==> src/rtl/weight_pingpong_buff_pkg.sv <==
`default_nettype none
// ============================================================================
//  Module  : weight_pingpong_buff_pkg
//  Purpose : Shared widths and FSM state encodings for the ping-pong weight
//            buffer (write/load FSM and read/stream FSM).
//  Ports   : none (package)
//  Rev     : 1.0  initial release
// ============================================================================
package weight_pingpong_buff_pkg;

    localparam int KSIZE_W = 8;   // kernel_size port width
    localparam int PASS_W  = 8;   // rd_repeat / pass counter width

    typedef enum logic [1:0] {
        W_IDLE = 2'd0,
        W_LOAD = 2'd1,
        W_FULL = 2'd2
    } wr_state_e;

    typedef enum logic {
        R_IDLE = 1'b0,
        R_RUN  = 1'b1
    } rd_state_e;

endpackage
`default_nettype wire

==> src/rtl/weight_pingpong_buff_if.sv <==
`default_nettype none
// ============================================================================
//  Module  : weight_pingpong_buff_if
//  Purpose : Load-side and read-side signal bundle of the ping-pong buffer.
//  Ports   : master = loader/PE controller side, slave = buffer side.
//            kernel_size, load_start, wr_valid, wr_data, rd_start, rd_repeat,
//            rd_stall flow master->slave; the status/stream signals flow back.
//  Rev     : 1.0  initial release
// ============================================================================
interface weight_pingpong_buff_if #(
    parameter int DATA_WIDTH = 16
);
    import weight_pingpong_buff_pkg::*;

    logic [KSIZE_W-1:0]    kernel_size;
    logic                  load_start;
    logic                  wr_valid;
    logic [DATA_WIDTH-1:0] wr_data;
    logic                  wr_ready;
    logic                  load_done;
    logic                  cfg_err;
    logic                  kernel_busy;
    logic                  un_configed;
    logic                  rd_start;
    logic [PASS_W-1:0]     rd_repeat;
    logic                  rd_stall;
    logic [DATA_WIDTH-1:0] data_out;
    logic                  out_valid;
    logic                  out_last;
    logic                  read_busy;

    modport master (
        output kernel_size, load_start, wr_valid, wr_data,
               rd_start, rd_repeat, rd_stall,
        input  wr_ready, load_done, cfg_err, kernel_busy, un_configed,
               data_out, out_valid, out_last, read_busy
    );

    modport slave (
        input  kernel_size, load_start, wr_valid, wr_data,
               rd_start, rd_repeat, rd_stall,
        output wr_ready, load_done, cfg_err, kernel_busy, un_configed,
               data_out, out_valid, out_last, read_busy
    );
endinterface
`default_nettype wire

==> src/rtl/weight_pingpong_buff_bank_ram.sv <==
`default_nettype none
// ============================================================================
//  Module  : wb_bank_ram
//  Purpose : 2 x BUFFER_DEPTH x DATA_WIDTH register file holding both banks.
//            One synchronous write port, one asynchronous read port.
//  Ports   : clk, we_i, wr_bank_i, wr_addr_i, wr_data_i (write)
//            rd_bank_i, rd_addr_i -> rd_data_o (combinational read)
//  Rev     : 1.0  initial release
// ============================================================================
module wb_bank_ram #(
    parameter int DATA_WIDTH   = 16,
    parameter int BUFFER_DEPTH = 16
) (
    input  wire logic                            clk,
    input  wire logic                            we_i,
    input  wire logic                            wr_bank_i,
    input  wire logic [$clog2(BUFFER_DEPTH)-1:0] wr_addr_i,
    input  wire logic [DATA_WIDTH-1:0]           wr_data_i,
    input  wire logic                            rd_bank_i,
    input  wire logic [$clog2(BUFFER_DEPTH)-1:0] rd_addr_i,
    output logic      [DATA_WIDTH-1:0]           rd_data_o
);
    // Contents are intentionally not reset.
    logic [DATA_WIDTH-1:0] mem_q [2][BUFFER_DEPTH];

    always_ff @(posedge clk) begin
        if (we_i) begin
            mem_q[wr_bank_i][wr_addr_i] <= wr_data_i;
        end
    end

    assign rd_data_o = mem_q[rd_bank_i][rd_addr_i];
endmodule
`default_nettype wire

==> src/rtl/weight_pingpong_buff.sv <==
`default_nettype none
// ============================================================================
//  Module  : weight_pingpong_buff
//  Purpose : Double-banked weight buffer. A kernel loads into the shadow bank
//            while the active bank streams to the PEs, optionally repeated.
//            The bank swap waits until the reader is idle.
//  Ports   : clk, rst (sync, active-high)
//            bus (slave): load side kernel_size/load_start/wr_* with
//            wr_ready/load_done/cfg_err/kernel_busy/un_configed; read side
//            rd_start/rd_repeat/rd_stall with data_out/out_valid/out_last/
//            read_busy.
//  Rev     : 1.0  initial release
// ============================================================================
module weight_pingpong_buff
    import weight_pingpong_buff_pkg::*;
#(
    parameter int DATA_WIDTH   = 16,
    parameter int BUFFER_DEPTH = 16
) (
    input  wire logic             clk,
    input  wire logic             rst,
    weight_pingpong_buff_if.slave bus
);
    localparam int PTR_W  = $clog2(BUFFER_DEPTH);
    localparam int SIZE_W = PTR_W + 1;
    localparam logic [SIZE_W-1:0] DEPTH_SZ = SIZE_W'(BUFFER_DEPTH);

    wr_state_e           wr_state_q;
    rd_state_e           rd_state_q;
    logic [PTR_W-1:0]    wr_ptr_q;
    logic [PTR_W-1:0]    rd_ptr_q;
    logic [SIZE_W-1:0]   shadow_size_q;
    logic [SIZE_W-1:0]   active_size_q;
    logic                active_bank_q;
    logic                un_configed_q;
    logic                cfg_err_q;
    logic [PASS_W-1:0]   rd_repeat_q;
    logic [PASS_W-1:0]   pass_cnt_q;

    logic                  beat;
    logic                  swap;
    logic                  rd_go;
    logic                  wr_last;
    logic                  rd_wrap;
    logic                  pass_last;
    logic                  size_zero;
    logic                  size_over;
    logic [SIZE_W-1:0]     size_d;
    logic [PASS_W-1:0]     repeat_d;
    logic [DATA_WIDTH-1:0] ram_rd_data;

    assign beat      = (wr_state_q == W_LOAD) && bus.wr_valid;
    // The swap commits only when the reader is idle, so a stream never sees
    // its bank change underneath it.
    assign swap      = (wr_state_q == W_FULL) && (rd_state_q == R_IDLE);
    // A start coinciding with the swap is accepted and streams the new bank.
    assign rd_go     = (rd_state_q == R_IDLE) && bus.rd_start && (!un_configed_q || swap);
    assign wr_last   = {1'b0, wr_ptr_q} == (shadow_size_q - SIZE_W'(1));
    assign rd_wrap   = {1'b0, rd_ptr_q} == (active_size_q - SIZE_W'(1));
    assign pass_last = pass_cnt_q == (rd_repeat_q - PASS_W'(1));

    assign size_zero = bus.kernel_size == '0;
    assign size_over = {1'b0, bus.kernel_size} > (KSIZE_W+1)'(BUFFER_DEPTH);

    always_comb begin
        size_d = SIZE_W'(bus.kernel_size);
        if (size_zero) begin
            size_d = SIZE_W'(1);
        end else if (size_over) begin
            size_d = DEPTH_SZ;
        end
    end

    assign repeat_d = (bus.rd_repeat == '0) ? PASS_W'(1) : bus.rd_repeat;

    always_ff @(posedge clk) begin
        if (rst) begin
            wr_state_q    <= W_IDLE;
            rd_state_q    <= R_IDLE;
            wr_ptr_q      <= '0;
            rd_ptr_q      <= '0;
            shadow_size_q <= '0;
            active_size_q <= '0;
            active_bank_q <= 1'b0;
            un_configed_q <= 1'b1;
            cfg_err_q     <= 1'b0;
            rd_repeat_q   <= '0;
            pass_cnt_q    <= '0;
        end else begin
            // ---------------- write / load FSM ----------------
            case (wr_state_q)
                W_IDLE: begin
                    if (bus.load_start) begin
                        wr_state_q    <= W_LOAD;
                        wr_ptr_q      <= '0;
                        shadow_size_q <= size_d;
                        cfg_err_q     <= size_zero || size_over;
                    end
                end
                W_LOAD: begin
                    if (beat) begin
                        wr_ptr_q <= wr_ptr_q + PTR_W'(1);
                        if (wr_last) begin
                            wr_state_q <= W_FULL;
                        end
                    end
                end
                W_FULL: begin
                    if (swap) begin
                        active_bank_q <= ~active_bank_q;
                        active_size_q <= shadow_size_q;
                        un_configed_q <= 1'b0;
                        wr_state_q    <= W_IDLE;
                    end
                end
                default: wr_state_q <= W_IDLE;
            endcase

            // ---------------- read / stream FSM ----------------
            case (rd_state_q)
                R_IDLE: begin
                    if (rd_go) begin
                        rd_state_q  <= R_RUN;
                        rd_ptr_q    <= '0;
                        pass_cnt_q  <= '0;
                        rd_repeat_q <= repeat_d;
                    end
                end
                R_RUN: begin
                    if (!bus.rd_stall) begin
                        if (rd_wrap) begin
                            rd_ptr_q   <= '0;
                            pass_cnt_q <= pass_cnt_q + PASS_W'(1);
                            if (pass_last) begin
                                rd_state_q <= R_IDLE;
                            end
                        end else begin
                            rd_ptr_q <= rd_ptr_q + PTR_W'(1);
                        end
                    end
                end
                default: rd_state_q <= R_IDLE;
            endcase
        end
    end

    // Writes always go to the shadow bank, never the one being streamed.
    wb_bank_ram #(
        .DATA_WIDTH   (DATA_WIDTH),
        .BUFFER_DEPTH (BUFFER_DEPTH)
    ) u_ram (
        .clk       (clk),
        .we_i      (beat),
        .wr_bank_i (~active_bank_q),
        .wr_addr_i (wr_ptr_q),
        .wr_data_i (bus.wr_data),
        .rd_bank_i (active_bank_q),
        .rd_addr_i (rd_ptr_q),
        .rd_data_o (ram_rd_data)
    );

    assign bus.wr_ready    = (wr_state_q == W_LOAD);
    assign bus.load_done   = swap;
    assign bus.cfg_err     = cfg_err_q;
    assign bus.kernel_busy = (wr_state_q != W_IDLE);
    assign bus.un_configed = un_configed_q;
    assign bus.read_busy   = (rd_state_q == R_RUN);
    assign bus.out_valid   = (rd_state_q == R_RUN) && !bus.rd_stall;
    assign bus.out_last    = bus.out_valid && rd_wrap && pass_last;
    assign bus.data_out    = bus.out_valid ? ram_rd_data : '0;
endmodule
`default_nettype wire

==> src/flat_wrapper.sv <==
// flat-port wrapper written by rule: the top's interface ports become plain ports
module weight_pingpong_buff_flat import weight_pingpong_buff_pkg::*;
#(
    parameter int DATA_WIDTH   = 16,
    parameter int BUFFER_DEPTH = 16
)
  (clk, rst, bus_kernel_size, bus_load_start, bus_wr_valid, bus_wr_data, bus_rd_start, bus_rd_repeat, bus_rd_stall, bus_wr_ready, bus_load_done, bus_cfg_err, bus_kernel_busy, bus_un_configed, bus_data_out, bus_out_valid, bus_out_last, bus_read_busy);
  weight_pingpong_buff_if #(.DATA_WIDTH(DATA_WIDTH)) bus_i ();
  input  wire logic clk;
  input  wire logic rst;
  input wire logic [$bits(bus_i.kernel_size)-1:0] bus_kernel_size;
  input wire logic [$bits(bus_i.load_start)-1:0] bus_load_start;
  input wire logic [$bits(bus_i.wr_valid)-1:0] bus_wr_valid;
  input wire logic [$bits(bus_i.wr_data)-1:0] bus_wr_data;
  input wire logic [$bits(bus_i.rd_start)-1:0] bus_rd_start;
  input wire logic [$bits(bus_i.rd_repeat)-1:0] bus_rd_repeat;
  input wire logic [$bits(bus_i.rd_stall)-1:0] bus_rd_stall;
  output wire logic [$bits(bus_i.wr_ready)-1:0] bus_wr_ready;
  output wire logic [$bits(bus_i.load_done)-1:0] bus_load_done;
  output wire logic [$bits(bus_i.cfg_err)-1:0] bus_cfg_err;
  output wire logic [$bits(bus_i.kernel_busy)-1:0] bus_kernel_busy;
  output wire logic [$bits(bus_i.un_configed)-1:0] bus_un_configed;
  output wire logic [$bits(bus_i.data_out)-1:0] bus_data_out;
  output wire logic [$bits(bus_i.out_valid)-1:0] bus_out_valid;
  output wire logic [$bits(bus_i.out_last)-1:0] bus_out_last;
  output wire logic [$bits(bus_i.read_busy)-1:0] bus_read_busy;
  assign bus_i.kernel_size = bus_kernel_size;
  assign bus_i.load_start = bus_load_start;
  assign bus_i.wr_valid = bus_wr_valid;
  assign bus_i.wr_data = bus_wr_data;
  assign bus_i.rd_start = bus_rd_start;
  assign bus_i.rd_repeat = bus_rd_repeat;
  assign bus_i.rd_stall = bus_rd_stall;
  assign bus_wr_ready = bus_i.wr_ready;
  assign bus_load_done = bus_i.load_done;
  assign bus_cfg_err = bus_i.cfg_err;
  assign bus_kernel_busy = bus_i.kernel_busy;
  assign bus_un_configed = bus_i.un_configed;
  assign bus_data_out = bus_i.data_out;
  assign bus_out_valid = bus_i.out_valid;
  assign bus_out_last = bus_i.out_last;
  assign bus_read_busy = bus_i.read_busy;
  weight_pingpong_buff #(.DATA_WIDTH(DATA_WIDTH), .BUFFER_DEPTH(BUFFER_DEPTH)) u_core (.clk(clk), .rst(rst), .bus(bus_i));
endmodule
==> config.mk <==
export PLATFORM = sky130hd
export DESIGN_NAME = weight_pingpong_buff_flat
export DESIGN_NICKNAME = d
export VERILOG_FILES = /design/src/rtl/weight_pingpong_buff_pkg.sv /design/src/rtl/weight_pingpong_buff_if.sv /design/src/rtl/weight_pingpong_buff_bank_ram.sv /design/src/rtl/weight_pingpong_buff.sv /design/src/flat_wrapper.sv
export SDC_FILE = /design/constraint.sdc
export NUM_CORES = 1
export LEC_CHECK = 0
export ABC_CLOCK_PERIOD_IN_PS = 3720
export CORE_UTILIZATION = 40
export DETAILED_ROUTE_END_ITERATION = 10
export PLACE_DENSITY = 0.65
export SYNTH_ARGS = -nofsm -noshare
export SYNTH_HDL_FRONTEND = slang
export SYNTH_HIERARCHICAL = 1
export SYNTH_SLANG_ARGS = --single-unit
==> constraint.sdc <==
create_clock -name clk -period 3.72 [get_ports clk]
set_input_delay 1.116 -clock clk [delete_from_list [all_inputs] [get_ports clk]]
set_output_delay 1.116 -clock clk [all_outputs]
set_load 0.005 [all_outputs]
==> report_table.html, run 1 <==
<table>
<tr><th>Metric</th><th>Value</th></tr>
<tr><th colspan="2">STA</th></tr>
<tr><td>Final worst path period need</td><td>between 3000 and 4000 ps</td></tr>
<tr><td>RSZ-0062 raised after global routing</td><td>yes</td></tr>
<tr><td>Transition time of the tightest slew-check pin</td><td>approximately 670 ps</td></tr>
<tr><td>Number of setup violations in the final report</td><td>7</td></tr>
<tr><td>Final Max Tran Viols</td><td>0</td></tr>
<tr><td>Max Clock Freq</td><td>about 250 MHz</td></tr>
<tr><td>Final hold viol count</td><td>0</td></tr>
<tr><td>Final Skew</td><td>around 29 ps</td></tr>
<tr><td>Share of the cycle needed by the critical path after routing</td><td>106%</td></tr>
<tr><td>Worst slew margin relative to its limit</td><td>a little under three fifths</td></tr>
<tr><td>Setup slack after layout</td><td>-235 ps</td></tr>
<tr><th colspan="2">Clock network</th></tr>
<tr><td>Total clock buffers created by CTS</td><td>55</td></tr>
<tr><td>Clock tree from TritonCTS</td><td>done</td></tr>
<tr><td>Clock-pin transition on the worst setup and hold timing paths</td><td>roughly 60 ps</td></tr>
<tr><td>Clock tree root buffer cell</td><td>clkbuf_16</td></tr>
<tr><td>Clock tree sinks</td><td>~550</td></tr>
<tr><td>Worst skew pair latency</td><td>620 ps</td></tr>
<tr><td>CTS HTree Levels</td><td>2</td></tr>
<tr><td>Deepest clock path buffer count</td><td>3</td></tr>
<tr><th colspan="2">Logic synthesis</th></tr>
<tr><td>Sequential area share after synthesis</td><td>71.7%</td></tr>
<tr><td>Synth top cells by count</td><td>512 x edfxtp_1, 260 x mux2i_1, 65 x a22oi_1, 65 x nand2_1, 57 x a21oi_1</td></tr>
<tr><td>Count of warnings emitted by yosys</td><td>6</td></tr>
<tr><td>Register bit total from synthesis</td><td>approximately 550</td></tr>
<tr><td>Post-synth top flop</td><td>edfxtp_1</td></tr>
<tr><td>Post-Syn Nets</td><td>approximately 1500</td></tr>
<tr><td>Most frequent cell after synthesis</td><td>edfxtp_1</td></tr>
<tr><td>Async set-or-reset flop fraction in the synthesized netlist</td><td>0%</td></tr>
<tr><td>Number of instances in the synthesized netlist</td><td>about 1400</td></tr>
<tr><td>Top cell type's share of synthesized area</td><td>68.2%</td></tr>
<tr><td>Cell area after technology mapping</td><td>between 20000 and 25000 µm²</td></tr>
<tr><td>Mean area per synthesized cell</td><td>roughly 16 µm²</td></tr>
<tr><td>Synth area leaders</td><td>edfxtp_1 68%, mux2i_1 12%, dfxtp_1 3.5%</td></tr>
<tr><td>Cell type with the largest total area after synthesis</td><td>edfxtp_1</td></tr>
<tr><td>Count of flip-flops with a built-in enable after synthesis</td><td>slightly above 500</td></tr>
<tr><td>Number of unique standard cell types used by synthesis</td><td>52</td></tr>
<tr><th colspan="2">Critical path</th></tr>
<tr><td>Required time of the critical path</td><td>around 2600 ps</td></tr>
<tr><td>Element type at the critical path end</td><td>primary output</td></tr>
<tr><td>Maximum fanout count along the critical path</td><td>14</td></tr>
<tr><td>Worst-case register-to-register setup slack</td><td>between 1000 and 1500 ps</td></tr>
<tr><td>Data arrival at the endpoint of the critical path</td><td>~2800 ps</td></tr>
<tr><td>Element type at the critical path start</td><td>register</td></tr>
<tr><td>Type of the worst setup path</td><td>reg2out</td></tr>
<tr><th colspan="2">Pwr</th></tr>
<tr><td>LEAKAGE</td><td>0.00867 µW</td></tr>
<tr><td>Part of the total power dissipated in combinational logic</td><td>under 10%</td></tr>
<tr><td>Sw power</td><td>2510 µW</td></tr>
<tr><td>Power Dens Cells</td><td>around 460 nW/µm²</td></tr>
<tr><td>Switching power as a share of total power</td><td>~20%</td></tr>
<tr><td>Cell Int Power</td><td>between 10000 and 15000 µW</td></tr>
<tr><td>Sequential share of power</td><td>53.9%</td></tr>
<tr><td>Overall power after layout</td><td>about 13000 µW</td></tr>
<tr><td>Clock power share</td><td>44.5%</td></tr>
<tr><td>Maximum ir drop on the vdd rail</td><td>445 µV</td></tr>
<tr><th colspan="2">Cells and area</th></tr>
<tr><td>Final net count</td><td>1652</td></tr>
<tr><td>Fillcell total</td><td>between 4000 and 5000</td></tr>
<tr><td>Sequential cell area</td><td>between 15000 and 20000 µm²</td></tr>
<tr><td>Cell area after layout</td><td>27300 µm²</td></tr>
<tr><td>Share of final-layout standard cells stronger than drive strength 1</td><td>17.8%</td></tr>
<tr><td>Layout overhead on the synthesized area</td><td>21.2%</td></tr>
<tr><td>Multi-input logic area</td><td>between 6000 and 7000 µm²</td></tr>
<tr><td>Util after Layout</td><td>about half</td></tr>
<tr><th colspan="2">Drt</th></tr>
<tr><td>TritonRoute pass-1 iters</td><td>6</td></tr>
<tr><td>DRC</td><td>0</td></tr>
<tr><td>Drt first-iter violations</td><td>approximately 1200</td></tr>
<tr><td>Final routed wirelength across all metal layers</td><td>approximately 54 mm</td></tr>
<tr><td>Post-route antenna net violation count</td><td>0</td></tr>
<tr><td>Detailed-route wire length per cell</td><td>approximately 23 µm</td></tr>
<tr><td>Total via count after detailed routing</td><td>13122</td></tr>
<tr><td>Routed vias/inst</td><td>between 5 and 6</td></tr>
<tr><th colspan="2">Die</th></tr>
<tr><td>Die outline height</td><td>239 µm</td></tr>
<tr><td>Width of the die</td><td>around 240 µm</td></tr>
<tr><td>Floorplan Core Area</td><td>around 55000 µm²</td></tr>
<tr><td>Effective utilization at floorplan</td><td>about two fifths</td></tr>
<tr><td>Boundary Pins</td><td>62</td></tr>
<tr><td>Die footprint</td><td>~57000 µm²</td></tr>
<tr><td>Std-Cell Rows</td><td>86</td></tr>
<tr><th colspan="2">Job</th></tr>
<tr><td>Max-cap viol count</td><td>0</td></tr>
<tr><th colspan="2">Global routing</th></tr>
<tr><td>Antenna violations before repair</td><td>2</td></tr>
<tr><td>Maximum number of pins on one net before global-route repair</td><td>46</td></tr>
<tr><td>Global routing usage summed across all routing layers</td><td>about a fifth</td></tr>
<tr><td>Total global routing overflow</td><td>0</td></tr>
<tr><td>Wire length of the first global-routing pass</td><td>between 70 and 80 mm</td></tr>
<tr><td>Via count of the first global-routing pass</td><td>roughly 13000</td></tr>
<tr><th colspan="2">Outcome</th></tr>
<tr><td>Failing checks</td><td>setup timing</td></tr>
<tr><td>Status</td><td>finished, violations left</td></tr>
<tr><th colspan="2">Place</th></tr>
<tr><td>Input/output buffers</td><td>61</td></tr>
<tr><td>Sum of net half-perimeters after detailed placement</td><td>roughly 31 mm</td></tr>
<tr><td>Final estimated routing congestion in global placement</td><td>0.788</td></tr>
<tr><td>Dpl cell area</td><td>24600 µm²</td></tr>
<tr><th colspan="2">Hold path</th></tr>
<tr><td>Hold/Removal Path Class</td><td>reg2reg</td></tr>
</table>
## registers in the layout, summed over array words and instances, names as in the netlist
| signal | cells |
|---|---|
| u_core/rd_repeat_q | 8 |
| u_core/u_ram/mem_q | 512 |
| u_core/active_size_q | 5 |
| u_core/pass_cnt_q | 8 |
| u_core/wr_state_q | 2 |
| u_core/bus.read_busy | 1 |
| u_core/active_bank_q | 1 |
| u_core/wr_ptr_q | 4 |
| u_core/shadow_size_q | 5 |
| u_core/bus.un_configed | 1 |
| u_core/bus.cfg_err | 1 |
| u_core/rd_ptr_q | 4 |
## placed cells by master (no fill, tap or decap), types with 17 or more instances in the layout
| cell type | count |
|---|---|
| a22oi_1 | 61 |
| nor2_1 | 52 |
| edfxtp_1 | 512 |
| a21oi_1 | 57 |
| nand3_1 | 34 |
| a22o_1 | 34 |
| buf_4 | 110 |
| clkinv_1 | 19 |
| clkbuf_16 | 63 |
| clkdlybuf4s50_1 | 46 |
| mux2i_1 | 257 |
| and2_1 | 17 |
| nand2_1 | 65 |
| dfxtp_1 | 35 |
| nand4_1 | 21 |
## layer usage
| layer | up-vias | part of all wire (%) | GRT usage, % |
|---|---|---|---|
| met5 | - | 0 | 0 |
| met3 | 68 | 6.6 | 3.73 |
| met2 | 434 | 46 | 29.3 |
| met1 | 6680 | 45 | 26.2 |
| li1 | 5940 | - | - |
| met4 | 0 | 2.0 | 5.09 |
## kinds of logic (layout without fill, tap and decap cells)
logic type	after synthesis	after routing	synth area share, %
AOI/OAI and AO/OA	212	212	6.56
other	0	1	0
muxes	260	260	11.5
buffers and inverters	94	327	2.90
DFF	552	552	71.7
adders and majority gates	6	6	0.333
and+or+nand+nor	273	273	6.03
xor gates and xnor gates	24	24	0.932
## path summary, 6_finish.rpt
check	startpoint	cells past startpoint	end
max	u_core/active_bank_q	9	bus_data_out[5]
min	u_core/bus.cfg_err	2	u_core/bus.cfg_err
max reg2reg	u_core/active_bank_q	7	u_core/u_ram/mem_q[0][239]
min reg2reg	u_core/bus.cfg_err	2	u_core/bus.cfg_err
## repair_timing
action	4_1_cts	5_1_grt
hold endpoints to repair	0	0
setup buffers	12	16
cloned	3	7
gates resized for setup	78	42
endpoints found under the setup margin	17	17
pin swaps	13	27
hold buffers	0	0
## power by group through the flow
stage	Combinational (µW)	Clock [µW]	Sequential, µW
6_report	208	5600	6790
5_1_grt	221	5920	6790
4_1_cts	207	5700	6790
3_5_place_dp	206	0	6920
3_3_place_gp	197	0	6920
2_1_floorplan	35.6	0	6930
## cell type report
| class | count | share of cell area, % |
|---|---|---|
| Multi-Input combinational cell | 775 | 22.1 |
| Antenna cell | 1 | 0.00915 |
| Sequential cell | 552 | 59.2 |
| Inverter | 12 | 0.165 |
| Timing Repair Buffer | 212 | 8.39 |
| Clock buffer | 62 | 5.21 |
| Tap cell | 748 | 3.42 |
| Clock inverter | 41 | 1.51 |
## per-stage QoR
step,cells,setup TNS (ps),setup slack (ps),hold WS [ps]
2_1_floorplan,1421,0,530,448
3_3_place_gp,2265,0,32.1,450
3_5_place_dp,2265,-1.47,-1.47,458
4_1_cts,2381,-2860,-302,471
5_1_grt,2403,-2060,-350,491
6_report,2403,-976,-235,472
## critical path, cell delays in order (launching register included)
cell and delay, ps:
dfxtp_4 360, buf_12 140, buf_16 170, buf_16 180, mux2i_1 120, a22oi_1 200, nand4_1 240, nand3_1 200
and2_1 140, clkdlybuf4s50_1 500
Power figures use the tool's default switching activity.
==> inputs of run 2 (changes only) <==
- CORE_UTILIZATION: 40 -> 61
- PLACE_DENSITY: 0.65 -> 0.88
==> report_table.html, run 2 (same netlist as run 1, synthesis figures left out) <==
<table>
<tr><th>Metric</th><th>Value</th></tr>
<tr><th colspan="2">Outcome</th></tr>
<tr><td>Status</td><td>finished, violations left</td></tr>
<tr><td>Failing checks</td><td>setup timing</td></tr>
<tr><th colspan="2">Die</th></tr>
<tr><td>Die footprint</td><td>37800 µm² (-34%)</td></tr>
<tr><td>Boundary Pins</td><td>62 (unchanged)</td></tr>
<tr><td>Width of the die</td><td>194 µm (-19%)</td></tr>
<tr><td>Effective utilization at floorplan</td><td>61.8% (+21 points)</td></tr>
<tr><td>Die outline height</td><td>194 µm (-19%)</td></tr>
<tr><td>Std-Cell Rows</td><td>70 (-19%)</td></tr>
<tr><td>Floorplan Core Area</td><td>36500 µm² (-34%)</td></tr>
<tr><th colspan="2">Critical path</th></tr>
<tr><td>Element type at the critical path end</td><td>primary output</td></tr>
<tr><td>Element type at the critical path start</td><td>register</td></tr>
<tr><td>Maximum cell stage delay along the critical path</td><td>430 ps (-70 ps)</td></tr>
<tr><td>Worst path bufs/invs</td><td>3 (-1)</td></tr>
<tr><td>Cell at the slowest stage of the critical path</td><td>clkdlybuf4s50_1</td></tr>
<tr><td>Maximum fanout count along the critical path</td><td>35 (+21)</td></tr>
<tr><td>Required time of the critical path</td><td>2600 ps (about the same)</td></tr>
<tr><td>Type of the worst setup path</td><td>reg2out</td></tr>
<tr><td>Cell family with most CP delay</td><td>buffers and inverters</td></tr>
<tr><td>Data arrival at the endpoint of the critical path</td><td>2870 ps (+30 ps)</td></tr>
<tr><td>Critical path, cell by cell</td><td>buf_12 -&gt; buf_16 -&gt; mux2i_1 -&gt; a21oi_1 -&gt; a31oi_2 -&gt; nand3_1 -&gt; and2_1 -&gt; clkdlybuf4s50_1</td></tr>
<tr><th colspan="2">STA</th></tr>
<tr><td>Worst slew margin relative to its limit</td><td>54.7% (-0.52 points)</td></tr>
<tr><td>Number of setup violations in the final report</td><td>8 (+1)</td></tr>
<tr><td>Max Clock Freq</td><td>251 MHz (-0.69%)</td></tr>
<tr><td>RSZ-0062 raised after global routing</td><td>yes</td></tr>
<tr><td>Final Max Tran Viols</td><td>0 (unchanged)</td></tr>
<tr><td>Setup slack after layout</td><td>-262 ps (-27.4 ps)</td></tr>
<tr><td>Final hold viol count</td><td>0 (unchanged)</td></tr>
<tr><td>Transition time of the tightest slew-check pin</td><td>678 ps (+8.16 ps)</td></tr>
<tr><td>Share of the cycle needed by the critical path after routing</td><td>107% (+0.74 points)</td></tr>
<tr><td>Min Hold Slack</td><td>486 ps (+14.0 ps)</td></tr>
<tr><td>Final worst path period need</td><td>3980 ps (+27.4 ps)</td></tr>
<tr><td>Final Skew</td><td>26.4 ps (-2.65 ps)</td></tr>
<tr><th colspan="2">Clock network</th></tr>
<tr><td>Deepest clock path buffer count</td><td>3 (unchanged)</td></tr>
<tr><td>Clock tree from TritonCTS</td><td>done</td></tr>
<tr><td>Clock-pin transition on the worst setup and hold timing paths</td><td>60 ps (about the same)</td></tr>
<tr><td>Worst skew pair latency</td><td>620 ps (about the same)</td></tr>
<tr><td>Clock tree root buffer cell</td><td>clkbuf_16</td></tr>
<tr><td>Total clock buffers created by CTS</td><td>52 (-5.5%)</td></tr>
<tr><td>Clock tree sinks</td><td>552 (unchanged)</td></tr>
<tr><td>CTS HTree Levels</td><td>2 (unchanged)</td></tr>
<tr><th colspan="2">Cells and area</th></tr>
<tr><td>Share of final-layout standard cells stronger than drive strength 1</td><td>19.1% (+1.3 points)</td></tr>
<tr><td>Flip-flop count of the largest register, all copies and words added</td><td>512 (unchanged)</td></tr>
<tr><td>Number of standard cells in the layout, taps in and fillers out</td><td>2118 (-12%)</td></tr>
<tr><td>Top library cells by usage in the layout, fill and taps aside</td><td>512 x edfxtp_1, 243 x mux2i_1, 98 x buf_4, 65 x nand2_1, 60 x a22oi_1</td></tr>
<tr><td>Util after Layout</td><td>74.1% (+25 points)</td></tr>
<tr><td>Final net count</td><td>1654 (+0.12%)</td></tr>
<tr><td>Most common library cell in the layout ignoring fill and taps</td><td>edfxtp_1</td></tr>
<tr><td>Largest regs</td><td>u_core/u_ram/mem_q x512, u_core/pass_cnt_q x8, u_core/rd_repeat_q x8</td></tr>
<tr><td>Most flops, register</td><td>u_core/u_ram/mem_q</td></tr>
<tr><td>Ant. Diodes</td><td>0 (-1)</td></tr>
<tr><td>Layout overhead on the synthesized area</td><td>20.0%</td></tr>
<tr><th colspan="2">Global routing</th></tr>
<tr><td>Total global routing overflow</td><td>0 (unchanged)</td></tr>
<tr><td>Wire length of the first global-routing pass</td><td>86.9 mm (+11%)</td></tr>
<tr><td>Antenna violations before repair</td><td>0 (-2)</td></tr>
<tr><td>Via count of the first global-routing pass</td><td>14323 (+14%)</td></tr>
<tr><td>Global routing usage summed across all routing layers</td><td>31.6% (+13 points)</td></tr>
<tr><td>Maximum number of pins on one net before global-route repair</td><td>42 (-8.7%)</td></tr>
<tr><th colspan="2">Drt</th></tr>
<tr><td>Detailed-route wire length per cell</td><td>29.9 µm (+32%)</td></tr>
<tr><td>Total via count after detailed routing</td><td>14495 (+10%)</td></tr>
<tr><td>Final routed wirelength across all metal layers</td><td>63.2 mm (+17%)</td></tr>
<tr><td>DRC</td><td>0 (unchanged)</td></tr>
<tr><td>TritonRoute pass-1 iters</td><td>7 (+1)</td></tr>
<tr><td>Drt first-iter violations</td><td>2043 (+69%)</td></tr>
<tr><td>Post-route antenna net violation count</td><td>0 (unchanged)</td></tr>
<tr><td>Routed vias/inst</td><td>6.84 (+25%)</td></tr>
<tr><th colspan="2">Pwr</th></tr>
<tr><td>Part of the total power dissipated in combinational logic</td><td>1.7% (about the same)</td></tr>
<tr><td>Power Dens Cells</td><td>453 nW/µm² (-1.8%)</td></tr>
<tr><td>Cell Int Power</td><td>9770 µW (-3.2%)</td></tr>
<tr><td>Overall power after layout</td><td>12300 µW (-2.8%)</td></tr>
<tr><td>LEAKAGE</td><td>0.00866 µW (about the same)</td></tr>
<tr><td>Sequential share of power</td><td>55.4% (+1.5 points)</td></tr>
<tr><td>Sw power</td><td>2490 µW (-0.82%)</td></tr>
<tr><td>Maximum ir drop on the vdd rail</td><td>354 µV (-20%)</td></tr>
<tr><td>Switching power as a share of total power</td><td>20.3% (+0.40 points)</td></tr>
<tr><td>Clock power share</td><td>42.9% (-1.6 points)</td></tr>
<tr><th colspan="2">Place</th></tr>
<tr><td>Input/output buffers</td><td>61 (unchanged)</td></tr>
<tr><td>Final estimated routing congestion in global placement</td><td>0.804 (+2.1%)</td></tr>
<tr><td>Worst setup timing slack at the placement stage</td><td>31.1 ps (+32.6 ps)</td></tr>
<tr><td>Sum of net half-perimeters after detailed placement</td><td>29.7 mm (-3.0%)</td></tr>
<tr><td>Post-placement cell count</td><td>1962 (-13%)</td></tr>
<tr><th colspan="2">Job</th></tr>
<tr><td>Max-cap viol count</td><td>0 (unchanged)</td></tr>
<tr><th colspan="2">Hold path</th></tr>
<tr><td>Hold/Removal Path Class</td><td>reg2reg</td></tr>
</table>
[run 2: metal layers]
metal | track usage, % | wire (µm)
met1 | 38.2 | 21200
met5 | 0 | 27
met2 | 53.6 | 30900
met4 | 16.1 | 3610
met3 | 6.98 | 7580
[run 2: what timing repair did]
action                                  in CTS  in global routing
hold buffers                                 0                  0
pin swaps                                   43                 42
gates resized for setup                    104                 63
setup buffers                               22                 31
cloned                                       9                  3
endpoints found under the setup margin      17                 16
[run 2: area by class of cell]
cell class	instances	area (µm²)
flip-flops and latches	552	16200
multi-input cells	775	6120
inverters	12	45.0
well taps	468	586
repair buffers	217	2470
fillers	1944	9460
clock inverters	24	184
clock buffers	70	1470
[run 2: per-stage QoR]
| step | setup TNS (ps) | instance area [µm²] |
|---|---|---|
| global placement | 0 | 24100 |
| detailed placement | 0 | 24100 |
| floorplan | 0 | 22600 |
| finish | -1150 | 27100 |
| global route | -1700 | 27100 |
| CTS | -1060 | 26600 |
[run 2: tightest hold or removal path: stages, from the launching register on]
cell and delay (ps):
dfxtp_1 320, nand2_1 60, a21oi_1 60
[run 2: power by group through the flow]
stage	Clock, µW	Sequential [µW]	Combinational, µW
final	5260	6790	206
after global routing	5480	6790	214
after CTS	5170	6790	194
after detailed placement	0	6920	193
after global placement	0	6920	182
after floorplan	0	6930	35.6
[run 2: worst paths after layout]
path / cells past startpoint / slack [ps] / to / startpoint
worst max-delay path: 8 / -260 / bus_data_out[15] / u_core/active_bank_q
worst min register to register: 2 / 490 / u_core/rd_repeat_q[7] / u_core/rd_repeat_q[7]
worst max register to register: 8 / 1190 / u_core/u_ram/mem_q[0][160] / u_core/active_bank_q
worst min-delay path: 2 / 490 / u_core/rd_repeat_q[7] / u_core/rd_repeat_q[7]
